`config.mk`:
```
export PLATFORM = sky130hd
export DESIGN_NAME = data_memory_arbiter
export DESIGN_NICKNAME = d
export VERILOG_FILES = /design/src/rtl/data_memory_arbiter_pkg.sv /design/src/rtl/data_memory_arbiter_picker.sv /design/src/rtl/data_memory_arbiter.sv
export SDC_FILE = /design/constraint.sdc
export NUM_CORES = 1
export LEC_CHECK = 0
export ABC_AREA = 1
export BUFFER_PORTS_ARGS = -buffer_cell sky130_fd_sc_hd__clkbuf_2
export CAP_MARGIN = 20
export CORE_ASPECT_RATIO = 0.5
export CORE_MARGIN = 5
export CORE_UTILIZATION = 45
export DETAILED_ROUTE_END_ITERATION = 8
export PLACE_DENSITY_LB_ADDON = 0.12
export SLEW_MARGIN = 10
export SYNTH_ARGS = -nofsm -noshare
export SYNTH_HDL_FRONTEND = slang
export SYNTH_SLANG_ARGS = --single-unit
```
`constraint.sdc`:
```
create_clock -name clock -period 1.6 [get_ports clock]
set_input_delay 0.08 -clock clock [delete_from_list [all_inputs] [get_ports clock]]
set_output_delay 0.08 -clock clock [all_outputs]
set_load 0.05 [all_outputs]
```
`src/rtl/data_memory_arbiter_pkg.sv`:
```
// data_memory_arbiter_pkg: shared types and helpers for the data memory arbiter.
package data_memory_arbiter_pkg;

    typedef enum logic [1:0] {ARB_IDLE, ARB_ISSUE, ARB_WAIT, ARB_RESP} ArbState;

    localparam int RequesterCount = 2;

    typedef logic ReqId;

    function automatic logic [RequesterCount-1:0] onehot(input ReqId id);
        return id ? 2'b10 : 2'b01;
    endfunction

endpackage

```
`src/rtl/data_memory_arbiter_picker.sv`:
```
// round_robin_picker: combinational two-way round-robin choice; on a tie the requester
// that did not win last time is picked.
module round_robin_picker
    import data_memory_arbiter_pkg::*;
(
    input  logic [RequesterCount-1:0] req,
    input  ReqId                      last_owner,
    output logic                      valid,
    output ReqId                      winner
);

    assign valid  = |req;
    assign winner = (&req) ? ~last_owner : req[1];

endmodule

```
`src/rtl/data_memory_arbiter.sv`:
```
// data_memory_arbiter: shares the single-port data memory between the CPU (0) and the
// DMA/debug loader (1) with round-robin arbitration and latency-aware read return.
module data_memory_arbiter
    import data_memory_arbiter_pkg::*;
#(
    parameter int DataWidth  = 32,
    parameter int AddrWidth  = 32,
    parameter int MemLatency = 1
) (
    input  logic                                    clock,
    input  logic                                    reset,
    input  logic                                    enable,
    input  logic [RequesterCount-1:0]               req,
    input  logic [RequesterCount-1:0]               reqWrite,
    input  logic [RequesterCount-1:0][AddrWidth-1:0] reqAddr,
    input  logic [RequesterCount-1:0][DataWidth-1:0] reqWData,
    input  logic [RequesterCount-1:0][DataWidth-1:0] reqMask,
    output logic [RequesterCount-1:0]               gnt,
    output logic [RequesterCount-1:0]               rValid,
    output logic [DataWidth-1:0]                    rData,
    output logic                                    busy,
    output logic                                    memWrite,
    output logic [AddrWidth-1:0]                    memAddr,
    output logic [DataWidth-1:0]                    memWData,
    output logic [DataWidth-1:0]                    memWDataMask,
    input  logic [DataWidth-1:0]                    memRData
);

    localparam int CntWidth = (MemLatency > 0) ? $clog2(MemLatency + 1) : 1;

    ArbState              state, state_next;
    ReqId                 last_owner, owner, winner;
    logic                 pick_valid, take, lat_write, capture;
    logic [CntWidth-1:0]  cnt;

    round_robin_picker u_picker (
        .req        (req),
        .last_owner (last_owner),
        .valid      (pick_valid),
        .winner     (winner)
    );

    // Gating with reset keeps gnt quiet while reset is held.
    assign take    = reset && (state == ARB_IDLE) && enable && pick_valid;
    assign gnt     = take ? onehot(winner) : '0;
    assign rValid  = (state == ARB_RESP) ? onehot(owner) : '0;
    assign busy    = (state != ARB_IDLE);
    assign capture = ((state == ARB_ISSUE) && !lat_write && (MemLatency == 0)) ||
                     ((state == ARB_WAIT) && (cnt == CntWidth'(1)));

    always_ff @(posedge clock or negedge reset) begin
        if (!reset)
            state <= ARB_IDLE;
        else
            state <= state_next;
    end

    always_comb begin
        state_next = state;
        unique case (state)
            ARB_IDLE:  state_next = take ? ARB_ISSUE : ARB_IDLE;
            ARB_ISSUE: state_next = lat_write ? ARB_IDLE : (MemLatency == 0 ? ARB_RESP : ARB_WAIT);
            ARB_WAIT:  state_next = (cnt == CntWidth'(1)) ? ARB_RESP : ARB_WAIT;
            ARB_RESP:  state_next = ARB_IDLE;
            default:   state_next = ARB_IDLE;
        endcase
    end

    // mem* are loaded at the grant edge so the memory sees only registered signals.
    always_ff @(posedge clock or negedge reset) begin
        if (!reset) begin
            last_owner   <= 1'b1;
            owner        <= 1'b0;
            lat_write    <= 1'b0;
            cnt          <= '0;
            memWrite     <= 1'b0;
            memAddr      <= '0;
            memWData     <= '0;
            memWDataMask <= '0;
            rData        <= '0;
        end else begin
            memWrite <= take && reqWrite[winner];
            if (take) begin
                last_owner   <= winner;
                owner        <= winner;
                lat_write    <= reqWrite[winner];
                memAddr      <= reqAddr[winner];
                memWData     <= reqWData[winner];
                memWDataMask <= reqMask[winner];
            end
            if (state == ARB_ISSUE)
                cnt <= CntWidth'(MemLatency);
            else if (state == ARB_WAIT)
                cnt <= cnt - CntWidth'(1);
            if (capture)
                rData <= memRData;
        end
    end

endmodule
```
After elaboration in Yosys (flattened, before gate mapping)
Index checks and enable logic that the tools add are counted.
{"block": "totals", "out_inout_bits": 134, "reg_bits": 135}
{"block": "op_classes", "reduce_logical": 10, "n_mux": 19, "n_lt_le_gt_ge": 1, "bitwise_logic": 1, "n_eq_ne": 3, "addsub": 1}
{"op": "$mux 32", "count": 6}
{"op": "$mux 2", "count": 5}
{"op": "$pmux 2 s4", "count": 1}
{"op": "$mux 1", "count": 7}
{"op": "$logic_and 1x1->1", "count": 5}
{"op": "$eq 2x2->1 const B", "count": 2}
{"op": "$reduce_bool 2->1", "count": 2}
{"op": "$eq 2x1->1 const B", "count": 1}
{"op": "$logic_not 2->1", "count": 1}
{"op": "$lt 1x2->1 const B", "count": 1}
{"op": "$reduce_and 2->1", "count": 1}
{"op": "$reduce_or 2->1", "count": 1}
{"op": "$not 1->1", "count": 1}
{"op": "$sub 1x1->1 const B", "count": 1}

Depth between registers and ports, before layout
Gate-level depths: netlist of the first run.
{"block": "logic_depth", "ltp_word": 6, "ltp_mapped": 8}

By module
A second synthesis of the first run with hierarchy kept.
{"block": "unflattened", "cells_unflattened": 913, "area_unflattened_um2": 6608.8}
{"mod": "data_memory_arbiter", "cells_per_inst": 910, "seq_area_each_um2": 3379.5, "area_each_um2": 6593.8, "n_inst": 1}
{"mod": "round_robin_picker", "cells_per_inst": 3, "seq_area_each_um2": 0.0, "area_each_um2": 15.0, "n_inst": 1}

Least setup slack after synthesis of the first run
Ideal clock, no wire load.
{"block": "synth_path", "kind": "register -> output", "from": "register state[0]", "to": "output gnt[0]", "t_required_ns": 1.520, "t_arrival_ns": 1.851, "path_stages_with_launch": 8, "path_slack_ns": -0.331, "path_cell_list": "dfrtp_1 -> inv_1 -> ha_1 -> nand3_1 -> nor2_4 -> inv_2 -> buf_2 -> nor2_1"}
{"block": "synth_via", "elab_chain_len": 5}
{"element": "from (decl)", "line": "data_memory_arbiter.sv:31", "source": "ArbState state, state_next;"}
{"element": "from (signal assigned)", "line": "data_memory_arbiter.sv:55", "source": "state <= state_next;"}
{"element": "$logic_not 2->1", "line": "data_memory_arbiter.sv:44", "source": "assign take = reset && (state == ARB_IDLE) && enable && pick_valid;"}
{"element": "$logic_and 1x1->1 (3 in series)", "line": "data_memory_arbiter.sv:44"}
{"element": "$mux 2", "line": "data_memory_arbiter.sv:45", "source": "assign gnt = take ? onehot(winner) : '0;"}
{"element": "to (decl)", "line": "data_memory_arbiter.sv:18", "source": "output logic [RequesterCount-1:0] gnt,"}
Every way passes these cells.

==> impl_metrics.toml, run 1 <==
[status]
status = "complete, but fails checks"
violations = "setup timing"

[clock_network]
tritoncts = "built"
worstSkewPairLatency_ns = 0.41
cts_sinks = 135
htreeDepth = 4
numCtsBuffers = 17
clockBufferDepth = 2
clkSlewWorstSetupHoldPaths_ns = 0.06
root_buffer = "clkbuf_16"

[synth]
syn_area_um2 = 6580
synth-compound-area-share_pct = 0.3042
yosysSeqAreaShare_pct = 51.36
synth_fa_ha_area_share_pct = 0.9508
synth_simple_gate_area_share_pct = 42.35
synth_xor_area_share_pct = 0
synth_top_family_by_area = "simple AND/OR/NAND/NOR gates"
yosys_warnings = 0
ys_seq_elements = 135
synth_cell_types = 16
synth.avg_cell_area_um2 = 7.223
synth_mux_area_share_pct = 0
syn_inst = 911
syn-num-nets = 1147

[flow_run]
max-cap-violations = 0

[floorplanning]
num_rows = 31
start_util_pct = 45.73
dieArea_um2 = 17290
die_h_um = 95.51
die_w_um = 181.0
core_area_um2 = 14390
io_pins = 365

[layout]
layout-drive-gt1-share_pct = 30.46
design_area_um2 = 11160
nNetsFinal = 1664
syn_to_final_growth_pct = 69.61
instances_no_fill = 1640
n_fill_cell = 1049

[sta]
relSlewSlack_pct = 51.82
clock_skew_ns = 0.007032
timing.final.crit_share_pct = 101.5
hold_viol_final = 0
tightestPinTransition_ns = 0.7228
finalCriticalPeriod_ns = 1.624
slew_violations = 0
hold_ws_ns = 0.005566
setup-violations-final = 1
fmax_mhz = 615.9
setup_slack_ns = -0.02357
grt_setup_unrepaired = "true"

[setup_path]
r2r_cells = 8
path_class = "reg -> out"
reg2reg_to = "memWDataMask[17]"
critPathMaxStageDelay_ns = 0.39
worstPathCellList = "inv_2 -> ha_4 -> nand3_4 -> nor2_4 -> inv_4 -> nor2_4 -> buf_8"
crit_fanout = 2
worstPathRequired_ns = 1.52
cp_common_cell = "nor2_4"
r2r_slack_ns = 0.08
cp.arrival_ns = 1.54
cp-start-kind = "register"
slowest_stage = "dfrtp_1"
end_kind = "output port"

[hold_path]
hold_start = "reqWData[39]"
min_path_type = "in -> reg"
worstHoldEndpoint = "memWData[7]"
whs_path_depth = 5

[routing]
drcViolationCount = 0
drt_iter0_markers = 559
wl_per_cell_um = 15.82
num_vias = 8304
wl_met3_mm = 2.048
vias_per_cell = 5.063
drt-met1-wl_mm = 9.662
met2_length_mm = 12.84
top_layer_used = "met4"
dr.pass1.iters = 6
postRouteAntennaNets = 0
drt_wl_total_mm = 25.94

[placed_design]
placed_cells = 1432
pre_cts_slack_ns = 0.01650
dp_hpwl_mm = 15.26
post_dp_cell_area_um2 = 8652
port_buffers = 364
gp_congestion = 0.8159

[global_routing]
antenna_found_initial = 0
grt_max_degree = 136
grt_pass1_vias = 8320
grt_first_pass_wirelength_mm = 39.89
grt_overflow_total = 0
grt_use_total_pct = 28.44

[power]
p_leak_nw = 6.478
ir_drop_uv = 1405
p_per_area_nw_per_um2 = 1994
cell usage after synthesis:
library cell    n  area [um^2]
nor2_2          1        6.260
inv_1           9        33.78
o21ai_0         4        20.02
dfrtp_1       134         3353
inv_2           1        3.750
nand2_2         2        12.51
buf_1           3        11.26
nor2_4          1        11.26
nand3_1       130        650.6
buf_4           6        45.04
ha_1            5        62.56
nand2_1       557         2091
buf_2          31        155.2
clkbuf_1       22        82.58
dfstp_2         1        26.28
nor2_1          4        15.01
kinds of logic (layout without fill, tap and decap cells):
logic type,count (synthesis),in the layout
buffers and inverters,72,602
flip-flops,135,135
AND/OR/NAND/NOR,695,695
AO/OA/AOI/OAI,4,4
adder cells (fa/ha/maj),5,5
other,0,1
critical path, delay by kind of cell (launching register included):
family                   cells  cell delay [ns]
flip-flops                   1             0.39
buffers and inverters        3             0.30
AND/OR/NAND/NOR              3             0.30
adder cells (fa/ha/maj)      1             0.15
layout make-up:
type	count	area (um^2)	share of cell area [%]
repair buffers	560	3940	35.30
flip-flops and latches	135	3379	30.28
multi-input cells	704	2938	26.32
clock buffers	20	446.7	4.002
well taps	198	247.7	2.220
clock inverters	12	166.4	1.491
inverters	10	40.04	0.3587
diodes	1	2.502	0.02242
per-layer routing:
layer | global-route usage, % | vias up
met2 | 49.88 | 449
met4 | 15.73 | 0
met5 | 0 | -
met3 | 7.698 | 122
met1 | 32.27 | 3871
li1 | - | 3862
timing repair:
action | 4_1_cts | 5_1_grt
cloned | 0 | 3
hold endpoints to repair | 258 | 0
buffers inserted | 7 | 1
resized for setup | 17 | 9
pin swaps | 4 | 2
setup endpoints to repair | 2 | 24
hold buffers | 166 | 0
stage by stage:
stage | TNS [ns] | total power [mW] | util (%)
3_5_place_dp | 0 | 17.57 | 60.13
3_3_place_gp | 0 | 17.41 | 60.13
2_1_floorplan | -0.1231 | 14.38 | -
5_1_grt | -0.1671 | 23.36 | 77.54
4_1_cts | -0.08285 | 22.14 | 76.85
6_report | -0.02357 | 22.25 | 77.56
report_power, final:
part / switching, mW / internal (mW)
Sequential: 1.02 / 5.13
Combinational: 9.21 / 2.81
Clock: 1.56 / 2.53
Total: 11.8 / 10.5
worst max path at each step:
| stage | from | endpoint | slack [ns] | cells past startpoint |
|---|---|---|---|---|
| final | register | gnt[0] | -0.02 | 7 |
| after global routing | state[0] | gnt[0] | -0.11 | 7 |
| after CTS | state[0] | gnt[0] | -0.08 | 7 |
| after detailed placement | state[0] | gnt[0] | 0.02 | 7 |
| after global placement | register | gnt[0] | 0.07 | 7 |
| after floorplan | state[0] | gnt[0] | -0.12 | 7 |
sequential cells by signal, indices dropped and copies added (netlist names), named ones only:
register and flops:
memAddr 32, memWDataMask 32, memWData 32, rData 32, cnt 1, last_owner 1
lat_write 1, memWrite 1, owner 1, state 1
cells in the final DEF (no fill, tap or decap):
cell type / netlist / final
bufinv_16: 0 / 3
clkinvlp_4: 0 / 2
nor2_1: 4 / 2
diode_2: 0 / 1
dfrtp_1: 134 / 134
clkbuf_2: 0 / 358
ha_1: 5 / 3
nand3_1: 130 / 129
o21ai_0: 4 / 4
nand2_2: 2 / 1
buf_4: 6 / 17
nor2_4: 1 / 2
nand3_4: 0 / 1
nand2_1: 557 / 556
clkbuf_8: 0 / 2
buf_12: 0 / 7
inv_6: 0 / 5
buf_8: 0 / 2
inv_4: 0 / 1
buf_6: 0 / 4
buf_16: 0 / 2
inv_1: 9 / 6
clkbuf_16: 0 / 20
clkinv_4: 0 / 2
dfstp_2: 1 / 1
nand2_4: 0 / 1
dlygate4sd3_1: 0 / 166
ha_4: 0 / 2
clkbuf_1: 22 / 2
inv_2: 1 / 3
nor2_2: 1 / 2
nand2_8: 0 / 1
Note: power is estimated with default switching activity, not from simulation.
==> run 2, diff against run 1 <==
CORE_UTILIZATION = 30   (was 45)
==> run 2 against run 1 <==
The flow still finishes with violations (setup timing); via count decreased by 0.83%; register-to-register slack worse by 0.04 ns; combinational power about the same; first-iteration DRC count grew 7.7%; clock-buffer cell count decreased by 1; clock skew increased by 0.0027 ns; wire length is 7.5% higher; core utilization is 22 points lower; die area rose by 46%; cell area grew 6.9%; critical path depth is the same; largest cell class unchanged; largest power group unchanged.
==> impl_metrics.toml, run 2 (synthesized netlist as in run 1, its figures left out) <==
[status]
status = "complete, but fails checks"
violations = "setup timing"

[setup_path]
worstPathRequired_ns = 1.52
end_kind = "output port"
critPathMaxStageDelay_ns = 0.40
reg2reg_to = "memAddr[2]"
slowest_stage = "dfrtp_1"
cp.arrival_ns = 1.57
worstPathCellList = "inv_2 -> ha_4 -> nand3_4 -> nor2_4 -> clkinv_4 -> nor2_4 -> buf_12"
cp_num_buf_inv = 3
cp-start-kind = "register"
r2r_slack_ns = 0.04
cp_common_cell = "nor2_4"
r2r_cells = 9
path_class = "reg -> out"
crit_fanout = 2
crit_family = "flip-flops"

[placed_design]
pre_cts_slack_ns = -0.01058
port_buffers = 364
dp_hpwl_mm = 16.74
gp_congestion = 0.7948

[global_routing]
grt_use_total_pct = 21.05
grt_overflow_total = 0
grt_pass1_vias = 8449
grt_max_degree = 136
antenna_found_initial = 0
grt_first_pass_wirelength_mm = 41.97

[clock_network]
root_buffer = "clkbuf_16"
tritoncts = "built"
cts_sinks = 135
clkSlewWorstSetupHoldPaths_ns = 0.06
htreeDepth = 4
numCtsBuffers = 17
clockBufferDepth = 2
worstSkewPairLatency_ns = 0.42

[floorplanning]
num_rows = 38
die_h_um = 114.7
die_w_um = 219.4
core_area_um2 = 21630
start_util_pct = 30.42
io_pins = 365
dieArea_um2 = 25170

[sta]
slew_violations = 0
finalCriticalPeriod_ns = 1.653
grt_setup_unrepaired = "true"
clock_skew_ns = 0.009727
relSlewSlack_pct = 46.28
hold_viol_final = 0
setup_slack_ns = -0.05296
tightestPinTransition_ns = 0.8058
setup-violations-final = 2
timing.final.crit_share_pct = 103.3
fmax_mhz = 605.0
hold_ws_ns = 0.02475

[layout]
layout-drive-gt1-share_pct = 30.06
n_fill_cell = 1996
antenna_cells = 0
nNetsFinal = 1720
layout_common_cells = "557 x nand2_1, 357 x clkbuf_2, 213 x dlygate4sd3_1, 134 x dfrtp_1, 129 x nand3_1"
final_common_cell = "nand2_1"
syn_to_final_growth_pct = 81.36

[power]
p_leak_nw = 6.781
p_per_area_nw_per_um2 = 1896
ir_drop_uv = 1360

[routing]
postRouteAntennaNets = 0
drcViolationCount = 0
drt_wl_total_mm = 27.88
vias_per_cell = 4.583
num_vias = 8235
wl_per_cell_um = 15.51
dr.pass1.iters = 5
drt_iter0_markers = 602

[hold_path]
whs_path_depth = 5
hold_start = "reqWrite[0]"
worstHoldEndpoint = "memWrite"
min_path_type = "in -> reg"

[flow_run]
max-cap-violations = 0
[run 2: cell types whose count changed in the layout (fill, tap and decap cells not counted), moves of 2 or more]
| cell | delta |
|---|---|
| clkinv_2 | +5 |
| dlygate4sd3_1 | +47 |
| buf_12 | +3 |
| buf_4 | +4 |
| bufbuf_16 | +2 |
| inv_6 | -5 |
| clkbuf_1 | -2 |
[run 2: layout make-up]
class                      count  area (um^2)  area share (%)
timing repair buffer         616         4563           38.24
clock buffer                  19        452.9           3.795
multi-input combinational    704         2943           24.66
clock inverter                13        177.7           1.489
inverter                      10        42.54          0.3565
tap                          300        375.4           3.145
sequential                   135         3379           28.32
[run 2: worst max-delay path by stage]
stage	from	endpoint	slack, ns	cells after the start
2_1_floorplan	state[0]	gnt[0]	-0.12	7
3_3_place_gp	state[0]	memAddr[3]	0.05	8
3_5_place_dp	state[0]	memAddr[14]	-0.01	8
4_1_cts	register	gnt[0]	-0.10	7
5_1_grt	state[0]	gnt[0]	-0.15	7
6_report	register	gnt[0]	-0.05	7
[run 2: metrics by stage]
| stage | total power, mW | utilization [%] | instances | instance area [um^2] | setup TNS, ns |
|---|---|---|---|---|---|
| 6_report | 22.62 | 55.16 | 1797 | 11930 | -0.06869 |
| 5_1_grt | 23.83 | 55.16 | 1797 | 11930 | -2.013 |
| 4_1_cts | 22.65 | 54.34 | 1790 | 11760 | -0.1476 |
| 3_5_place_dp | 17.74 | 40.76 | 1537 | 8818 | -0.01972 |
| 3_3_place_gp | 17.64 | 40.76 | 1537 | 8818 | 0 |
| 2_1_floorplan | 14.38 | - | 911 | 6585 | -0.1231 |
[run 2: worst min-delay path, cell delays in order]
cell and delay (ns):
clkbuf_2 0.08, nand2_1 0.04, nand2_1 0.08, nand2_1 0.07, inv_1 0.06
[run 2: what timing repair did]
action                                 in CTS  in global routing
pin swaps                                   4                  2
buffers inserted                            6                  4
gates cloned                                2                  5
endpoints found under the hold margin     261                  0
hold buffers                              213                  0
gates resized for setup                    12                 16
setup endpoints to repair                  34                105
[run 2: routing by layer]
| layer | part of all wire [%] | GRT usage [%] | wire (um) |
|---|---|---|---|
| met5 | 0 | 0 | 0 |
| met4 | 6.1 | 14.34 | 1690 |
| met3 | 4.9 | 5.099 | 1357 |
| met2 | 50 | 36.83 | 14010 |
| met1 | 39 | 22.91 | 10810 |
[run 2: report_power, final]
part           internal [mW]  leakage, nW  switching (mW)  total (mW)
sequential              5.13         1.68           0.974        6.11
combinational           3.03         4.80            9.28        12.3
clock                   2.68        0.308            1.52        4.20
==> run 3, diff against run 2 <==
CELL_PAD_IN_SITES_DETAIL_PLACEMENT = 1   (was unset)
CELL_PAD_IN_SITES_GLOBAL_PLACEMENT = 2   (was unset)
CORE_UTILIZATION = 23   (was 30)
==> run 3 against run 2 <==
The run still ends with setup timing left; sequential share of layout area fell by 0.55 points; critical path depth did not move; sequential power barely moved; clock skew fell by 0.0051 ns; hold slack got worse by 0.015 ns; die area rose by 28%; power rose by 0.49%; non-clock buffer count rose by 10.
==> impl_metrics.toml, run 3 (synthesized netlist as in run 1, its figures left out) <==
[layout]
syn_to_final_growth_pct = 84.98
layout_common_cells = "554 x nand2_1, 358 x clkbuf_2, 213 x dlygate4sd3_1, 134 x dfrtp_1, 126 x nand3_1"
design_area_um2 = 12170
nNetsFinal = 1730
final_common_cell = "nand2_1"
utilization_pct = 43.59
layout-drive-gt1-share_pct = 30.99

[setup_path]
critPathMaxStageDelay_ns = 0.39
r2r_slack_ns = -0.01
path_class = "reg -> out"
cp-start-kind = "register"
crit_fanout = 2
end_kind = "output port"
slowest_stage = "dfrtp_1"
cp_common_cell = "nor2_4"
reg2reg_to = "memWData[23]"
crit_family = "flip-flops"
r2r_cells = 10
cp.arrival_ns = 1.59
worstPathCellList = "inv_2 -> ha_4 -> nand3_4 -> nor2_4 -> clkinv_4 -> nor2_4 -> buf_12"
worstPathRequired_ns = 1.52
cp_num_buf_inv = 3

[clock_network]
worstSkewPairLatency_ns = 0.43
htreeDepth = 4
clockBufferDepth = 2
root_buffer = "clkbuf_16"
clkSlewWorstSetupHoldPaths_ns = 0.06
tritoncts = "built"
numCtsBuffers = 17
cts_sinks = 135

[sta]
slew_violations = 0
finalCriticalPeriod_ns = 1.671
timing.final.crit_share_pct = 104.5
relSlewSlack_pct = 48.23
grt_setup_unrepaired = "true"
clock_skew_ns = 0.004666
hold_ws_ns = 0.01012
fmax_mhz = 598.3
setup_slack_ns = -0.07140
tightestPinTransition_ns = 0.7766
hold_viol_final = 0
setup-violations-final = 5

[power]
p_per_area_nw_per_um2 = 1868
p_leak_nw = 6.845
ir_drop_uv = 898.3

[routing]
num_vias = 8266
postRouteAntennaNets = 0
vias_per_cell = 4.374
drcViolationCount = 0
drt_wl_total_mm = 32.61
wl_per_cell_um = 17.25
dr.pass1.iters = 4
drt_iter0_markers = 272

[global_routing]
grt_max_degree = 136
grt_overflow_total = 0
grt_use_total_pct = 19.90
grt_pass1_vias = 9253
antenna_found_initial = 0
grt_first_pass_wirelength_mm = 50.65

[status]
violations = "setup timing"
status = "complete, but fails checks"

[floorplanning]
die_h_um = 129.6
num_rows = 43
core_area_um2 = 27920
io_pins = 365
dieArea_um2 = 32300
die_w_um = 249.2
start_util_pct = 23.56

[hold_path]
min_path_type = "in -> reg"
hold_start = "reqWrite[0]"
whs_path_depth = 5
worstHoldEndpoint = "memWrite"

[placed_design]
gp_congestion = 0.7986
post_dp_cell_area_um2 = 8989
dp_hpwl_mm = 20.73
port_buffers = 364

[flow_run]
max-cap-violations = 0
-- run 3: changes by cell type in the layout (fill, tap and decap cells not counted), sizes merged --
cell      delta
buf         +11
bufbuf       +3
clkbuf       -3
clkinvlp     +3
bufinv       -2
clkinv       -2
diode        +1
-- run 3: timing repair --
action                     in CTS  in global routing
hold buffers                  213                  0
gates resized for setup        22                 15
hold endpoints to repair      261                  0
setup endpoints to repair      57                 77
setup buffers                  12                  5
pin swaps                       8                  4
gates cloned                    6                  0
-- run 3: tightest hold or removal path: cells and delay by family --
family / cells / cell delay (ns)
AND/OR/NAND/NOR: 3 / 0.20
buffers and inverters: 2 / 0.13
-- run 3: cell type report --
cell class              count  area (um^2)
inverters                  10        42.54
diodes                      1        2.502
fillers                  3442        15750
well taps                 382        478.0
multi-input cells         704         2965
clock buffers              20        466.7
clock inverters            12        126.4
flip-flops and latches    135         3379
repair buffers            626         4711
-- run 3: stage by stage --
| stage | setup TNS (ns) | std cells | setup slack, ns | total power, mW |
|---|---|---|---|---|
| 3_3_place_gp | 0 | 1623 | 0.001869 | 17.94 |
| 2_1_floorplan | -0.1231 | 911 | -0.1231 | 14.38 |
| 5_1_grt | -3.249 | 1889 | -0.1488 | 24.08 |
| 6_report | -0.08369 | 1890 | -0.07140 | 22.73 |
| 3_5_place_dp | -1.172 | 1623 | -0.05563 | 18.10 |
| 4_1_cts | -1.421 | 1884 | -0.1355 | 23.04 |
-- run 3: routing by layer --
| layer | up-vias | share of wire, % | global-route usage [%] |
|---|---|---|---|
| li1 | 3993 | - | - |
| met1 | 4013 | 39 | 21.45 |
| met2 | 197 | 54 | 37.71 |
| met3 | 63 | 4.0 | 5.195 |
| met4 | 0 | 3.3 | 8.188 |
| met5 | - | 0 | 0 |
-- run 3: power breakdown --
part | internal [mW] | total [mW] | switching, mW | leakage [nW]
registers | 5.13 | 6.12 | 0.989 | 1.68
logic | 3.15 | 12.6 | 9.49 | 4.89
clock network | 2.41 | 3.97 | 1.57 | 0.280
total | 10.7 | 22.7 | 12.0 | 6.85
-- run 3: how the worst max path moves through the flow --
stage,startpoint,endpoint,slack [ns],cells past startpoint
after global placement,state[0],memAddr[11],0.002,8
after floorplan,state[0],gnt[0],-0.12,7
final,register,gnt[0],-0.07,7
after global routing,register,gnt[0],-0.15,7
after detailed placement,state[0],memAddr[11],-0.06,8
after CTS,register,gnt[0],-0.14,7
